[src/rtl/lsu_ctrl.sv]
// Load/store unit controller: decodes a pipeline load/store into one word-aligned
// memory access, waits for completion or timeout, and returns a one-cycle response.
module lsu_ctrl #(
  parameter int unsigned TIMEOUT = 16
) (
  input  logic        clock,
  input  logic        reset,
  input  logic        req_valid,
  output logic        req_ready,
  input  logic        req_store,
  input  logic [1:0]  req_size,
  input  logic [31:0] req_addr,
  input  logic [31:0] req_wdata,
  output logic        mem_valid,
  input  logic        mem_ready,
  output logic [31:0] mem_addr,
  output logic [31:0] mem_wdata,
  output logic [3:0]  mem_wstrb,
  input  logic [31:0] mem_rdata,
  output logic        rsp_valid,
  output logic [3:0]  rsp_byteenable,
  output logic [31:0] rsp_ldata,
  output logic        rsp_misalign,
  output logic        rsp_fault
);

  typedef enum logic {IDLE, BUSY} state_e;

  state_e      state_q, state_d;
  logic [7:0]  cnt_q, cnt_d;
  logic [31:0] addr_q, addr_d;
  logic [31:0] wdata_q, wdata_d;
  logic [3:0]  wstrb_q, wstrb_d;
  logic [3:0]  be_q, be_d;
  logic        store_q, store_d;
  logic        rsp_valid_q, rsp_valid_d;
  logic        rsp_mis_q, rsp_mis_d;
  logic        rsp_fault_q, rsp_fault_d;
  logic [3:0]  rsp_be_q, rsp_be_d;
  logic [31:0] rsp_ldata_q, rsp_ldata_d;

  logic [3:0]  be_dec;
  logic        mis_dec;
  logic [31:0] wdata_rep;

  always_comb begin
    be_dec    = 4'h0;
    mis_dec   = 1'b0;
    wdata_rep = req_wdata;
    case (req_size)
      2'b00: begin
        be_dec    = 4'b0001 << req_addr[1:0];
        wdata_rep = {4{req_wdata[7:0]}};
      end
      2'b01: begin
        wdata_rep = {2{req_wdata[15:0]}};
        if (req_addr[1:0] == 2'd0)      be_dec  = 4'h3;
        else if (req_addr[1:0] == 2'd2) be_dec  = 4'hC;
        else                            mis_dec = 1'b1;
      end
      2'b10: begin
        if (req_addr[1:0] == 2'd0) be_dec  = 4'hF;
        else                       mis_dec = 1'b1;
      end
      default: mis_dec = 1'b1;
    endcase
  end

  always_comb begin
    state_d     = state_q;
    cnt_d       = cnt_q;
    addr_d      = addr_q;
    wdata_d     = wdata_q;
    wstrb_d     = wstrb_q;
    be_d        = be_q;
    store_d     = store_q;
    // Response fields are single-cycle pulses; they clear unless set below.
    rsp_valid_d = 1'b0;
    rsp_mis_d   = 1'b0;
    rsp_fault_d = 1'b0;
    rsp_be_d    = 4'h0;
    rsp_ldata_d = 32'h0;
    case (state_q)
      IDLE: begin
        if (req_valid) begin
          if (mis_dec) begin
            rsp_valid_d = 1'b1;
            rsp_mis_d   = 1'b1;
          end else begin
            state_d = BUSY;
            cnt_d   = 8'd0;
            addr_d  = {req_addr[31:2], 2'b00};
            wdata_d = wdata_rep;
            wstrb_d = req_store ? be_dec : 4'h0;
            be_d    = be_dec;
            store_d = req_store;
          end
        end
      end
      BUSY: begin
        // Completion wins over a timeout landing on the same cycle.
        if (mem_ready) begin
          state_d     = IDLE;
          rsp_valid_d = 1'b1;
          rsp_be_d    = be_q;
          rsp_ldata_d = store_q ? 32'h0 : mem_rdata;
        end else if (cnt_q == 8'(TIMEOUT - 1)) begin
          state_d     = IDLE;
          rsp_valid_d = 1'b1;
          rsp_fault_d = 1'b1;
        end else begin
          cnt_d = cnt_q + 8'd1;
        end
      end
      default: state_d = IDLE;
    endcase
  end

  always_ff @(posedge clock) begin
    if (reset) begin
      state_q     <= IDLE;
      cnt_q       <= 8'd0;
      addr_q      <= 32'h0;
      wdata_q     <= 32'h0;
      wstrb_q     <= 4'h0;
      be_q        <= 4'h0;
      store_q     <= 1'b0;
      rsp_valid_q <= 1'b0;
      rsp_mis_q   <= 1'b0;
      rsp_fault_q <= 1'b0;
      rsp_be_q    <= 4'h0;
      rsp_ldata_q <= 32'h0;
    end else begin
      state_q     <= state_d;
      cnt_q       <= cnt_d;
      addr_q      <= addr_d;
      wdata_q     <= wdata_d;
      wstrb_q     <= wstrb_d;
      be_q        <= be_d;
      store_q     <= store_d;
      rsp_valid_q <= rsp_valid_d;
      rsp_mis_q   <= rsp_mis_d;
      rsp_fault_q <= rsp_fault_d;
      rsp_be_q    <= rsp_be_d;
      rsp_ldata_q <= rsp_ldata_d;
    end
  end

  assign req_ready      = (state_q == IDLE);
  assign mem_valid      = (state_q == BUSY);
  assign mem_addr       = mem_valid ? addr_q  : 32'h0;
  assign mem_wdata      = mem_valid ? wdata_q : 32'h0;
  assign mem_wstrb      = mem_valid ? wstrb_q : 4'h0;
  assign rsp_valid      = rsp_valid_q;
  assign rsp_misalign   = rsp_mis_q;
  assign rsp_fault      = rsp_fault_q;
  assign rsp_byteenable = rsp_be_q;
  assign rsp_ldata      = rsp_ldata_q;

endmodule

[config.mk]
export PLATFORM = sky130hd
export DESIGN_NAME = lsu_ctrl
export DESIGN_NICKNAME = d
export VERILOG_FILES = /design/src/rtl/lsu_ctrl.sv
export SDC_FILE = /design/constraint.sdc
export NUM_CORES = 1
export LEC_CHECK = 0
export ABC_AREA = 1
export BUFFER_PORTS_ARGS = -buffer_cell sky130_fd_sc_hd__buf_2
export CAP_MARGIN = 20
export CORE_MARGIN = 2
export CORE_UTILIZATION = 35
export CTS_CLUSTER_DIAMETER = 150
export DETAILED_ROUTE_END_ITERATION = 16
export MAX_ROUTING_LAYER = met4
export RECOVER_POWER = 50
export REMOVE_ABC_BUFFERS = 1
export SLEW_MARGIN = 15
export SYNTH_ARGS = -nofsm -noshare
export SYNTH_HDL_FRONTEND = slang
export SYNTH_SLANG_ARGS = --single-unit
[constraint.sdc]
create_clock -name clock -period 1.7 [get_ports clock]
set_input_delay 0.255 -clock clock [delete_from_list [all_inputs] [get_ports clock]]
set_output_delay 0.255 -clock clock [all_outputs]
set_load 0.05 [all_outputs]
==> impl_metrics.toml <==
[outcome]
status = "finished clean"

[yosys]
synth.most_common_cell = "nand2_1"
ys_top_cells_by_area = "dfxtp_1 (47%), nand2_1 (11%), inv_1 (8.4%)"
yosys-top-cells-count = "nand2_1 (152), dfxtp_1 (119), inv_1 (114), nor2_1 (114), o21ai_0 (67)"
synthCells = 724
yosysWarnings = 0
ys_ff_latch = 119
synth_top_cell_area_share_pct = 47.0
synth_cell_types = 28
netlist_area_sq_mm = 0.00507
async_reset_ff_share_pct = 0
synth_area_leader_cell = "dfxtp_1"
ys.flop_type = "dfxtp_1"
avgSynthCellArea_sq_um = 7.00
yosysSeqAreaShare_pct = 47.0
synth_edf_count = 0

[worst_setup_path]
regToRegSetupSlack_ps = 170
startpoint = "mem_valid$_SDFF_PP0_"
cp.arrival_ps = 1390
critical_path_class = "flop to output pin"
cp-start-kind = "flop"
critPathMaxFanout = 13
critPathCaptureType = "output pin"
worstReg2RegStart = "cnt_q[1]$_SDFFE_PP0P_"
rr_endpoint = "cnt_q[2]$_SDFFE_PP0P_"
rr_worst_depth = 9
worstPathRequired_ps = 1440

[routing]
via_per_inst = 4.47
wirelength_microns = 14300
drc = 0
dr.first_iter.drc_count = 290
first_pass_iters = 4
via_count = 5010
ant_nets = 0
wire_per_inst_microns = 12.8

[clock_tree]
clock_latency_ps = 420
cts_buffers = 17
root_buffer = "clkbuf_16"
hold_buffers = 0
clk_pin_slew_worst_paths_ps = 50
clock_sinks = 119
htree_num_levels = 4
clockBufferDepth = 2
post_cts_buffers = 0
cts_tree = "built"

[global_route]
grt_first_pass_wirelength_microns = 22900
grt_max_degree = 65
grt-ovfl-total = 0
grt_pass1_vias = 4693
globalRouteTotalUtil_pct = 19.0
antenna_found_initial = 0

[final_layout]
utilization_pct = 51.0
layout.nets = 1031
fin_area_sq_mm = 0.00714
area_growth_pct = 40.9
diodes = 0
final_layout_size_suffix_gt1_share_pct = 32.0

[die]
die_w_microns = 124
core_sq_mm = 0.0140
fp.dieH_microns = 124
floorplan.initialDensity_pct = 36.2
io_pins = 212
die_area_sq_mm = 0.0155
num_rows = 43

[min_path]
hold_path.startpoint = "mem_ready"
hold_end = "rsp_fault$_SDFF_PP0_"
hold_path.class = "input port to flop"
worstHoldPathCells = 2

[pwr]
p_sw_share_pct = 25.3
vdd_ir_drop_max_mv = 0.791
p_leak_uw = 0.00396
power_uw = 7490
p_int_uw = 5590
p_switching_uw = 1890
powerDensity_mw_per_mm2 = 1050
pwr-share-comb_pct = 12.0
power_frac_clock_pct = 47.9
pwr-share-seq_pct = 40.1

[placement]
finalWeightedCongestion = 0.775
portBuffers = 209
hpwl_microns = 9640
place_area_sq_mm = 0.00628

[timing]
final_max_slew_viol_count = 0
holdWs_ps = 20.1
setup_viol = 0
fin_crit_sh_pct = 96.7
setup_tns_ps = 0
rsz0062_at_grt = "yes"
max_freq_mhz = 608
clock_skew_ps = 10.6
period_needed_ps = 1640
hold_viol_final = 0

[run]
maxCapViolations = 0
## worst max-delay path, cell delays in order, from the launching register on
cell	delay (ps)
dfxtp_4	440
clkbuf_16	210
nand2_1	60
inv_1	90
buf_6	160
## cell type report
cell class | instances | area (sq um)
clock buffer | 25 | 505
timing repair buffer | 225 | 1450
inverter | 118 | 445
fill | 1414 | 6850
sequential | 119 | 2390
clock inverter | 7 | 91.3
tap | 180 | 225
multi-input combinational | 446 | 2040
## worst max path at each step
stage | end | slack (ps) | cells past startpoint
floorplan | wdata_q[10]$_SDFFE_PP0P_ | -3060 | 7
global placement | be_q[0]$_SDFFE_PP0P_ | 190 | 10
detailed placement | cnt_q[6]$_SDFFE_PP0P_ | 170 | 10
CTS | mem_wdata[16] | -30 | 4
global route | mem_wdata[24] | -10 | 4
finish | mem_wdata[25] | 60 | 4
## repair_timing
| item | CTS | global route |
|---|---|---|
| gates resized for setup | 37 | 66 |
| setup endpoints to repair | 66 | 46 |
| gates cloned | 1 | 1 |
## power groups by stage
stage                     Sequential (uW)  Combinational [uW]  Clock (uW)
after floorplan                      3110                 466           0
after global placement               3050                 857           0
after detailed placement             3050                 860           0
after CTS                            3000                 882        3670
after global routing                 3020                 999        3760
final                                3000                 897        3590
## layer usage
metal  vias up  GRT usage, %  part of all wire [%]
met2       204          28.6                    44
met5         -             -                     0
li1       2598             -                     -
met4         0          7.73                   1.8
met1      2188          24.0                    47
met3        20          5.54                   7.5
## cell families (layout without fill, tap and decap cells)
kind of cell | Yosys count | in the layout | synth area share, %
compound gates | 117 | 117 | 11.7
xor+xnor | 1 | 1 | 0.173
fa+ha+maj | 1 | 1 | 0.247
buf+inv | 160 | 375 | 13.2
flops | 119 | 119 | 47.0
other cells | 1 | 2 | 0.0740
simple gates | 325 | 325 | 27.6
## flip-flops by register name, summed over array words and instances, names as in the netlist
name,cells
addr_q,30
be_q,4
cnt_q,8
mem_valid,1
rsp_byteenable,4
rsp_fault,1
rsp_ldata,32
rsp_misalign,1
rsp_valid,1
store_q,1
wdata_q,32
wstrb_q,4
## stage by stage
stage               setup slack, ps  cells
finish                         55.6   1120
floorplan                     -3060    683
global route                  -10.7   1120
CTS                           -30.0   1119
global placement                190   1086
detailed placement              173   1086
## placed cells by master, fill, tap and decap left out, types with 4 or more instances in the layout
cell,n
inv_2,4
inv_1,112
o21ai_0,67
nor2_1,113
nand3_1,19
nor2_2,23
clkbuf_16,18
buf_4,60
buf_2,143
clkbuf_4,10
buf_12,5
a21oi_1,47
nor2_4,11
dfxtp_1,117
clkbuf_8,5
nand2_1,150
buf_6,5
No activity file was read; power rests on OpenSTA's default activity.
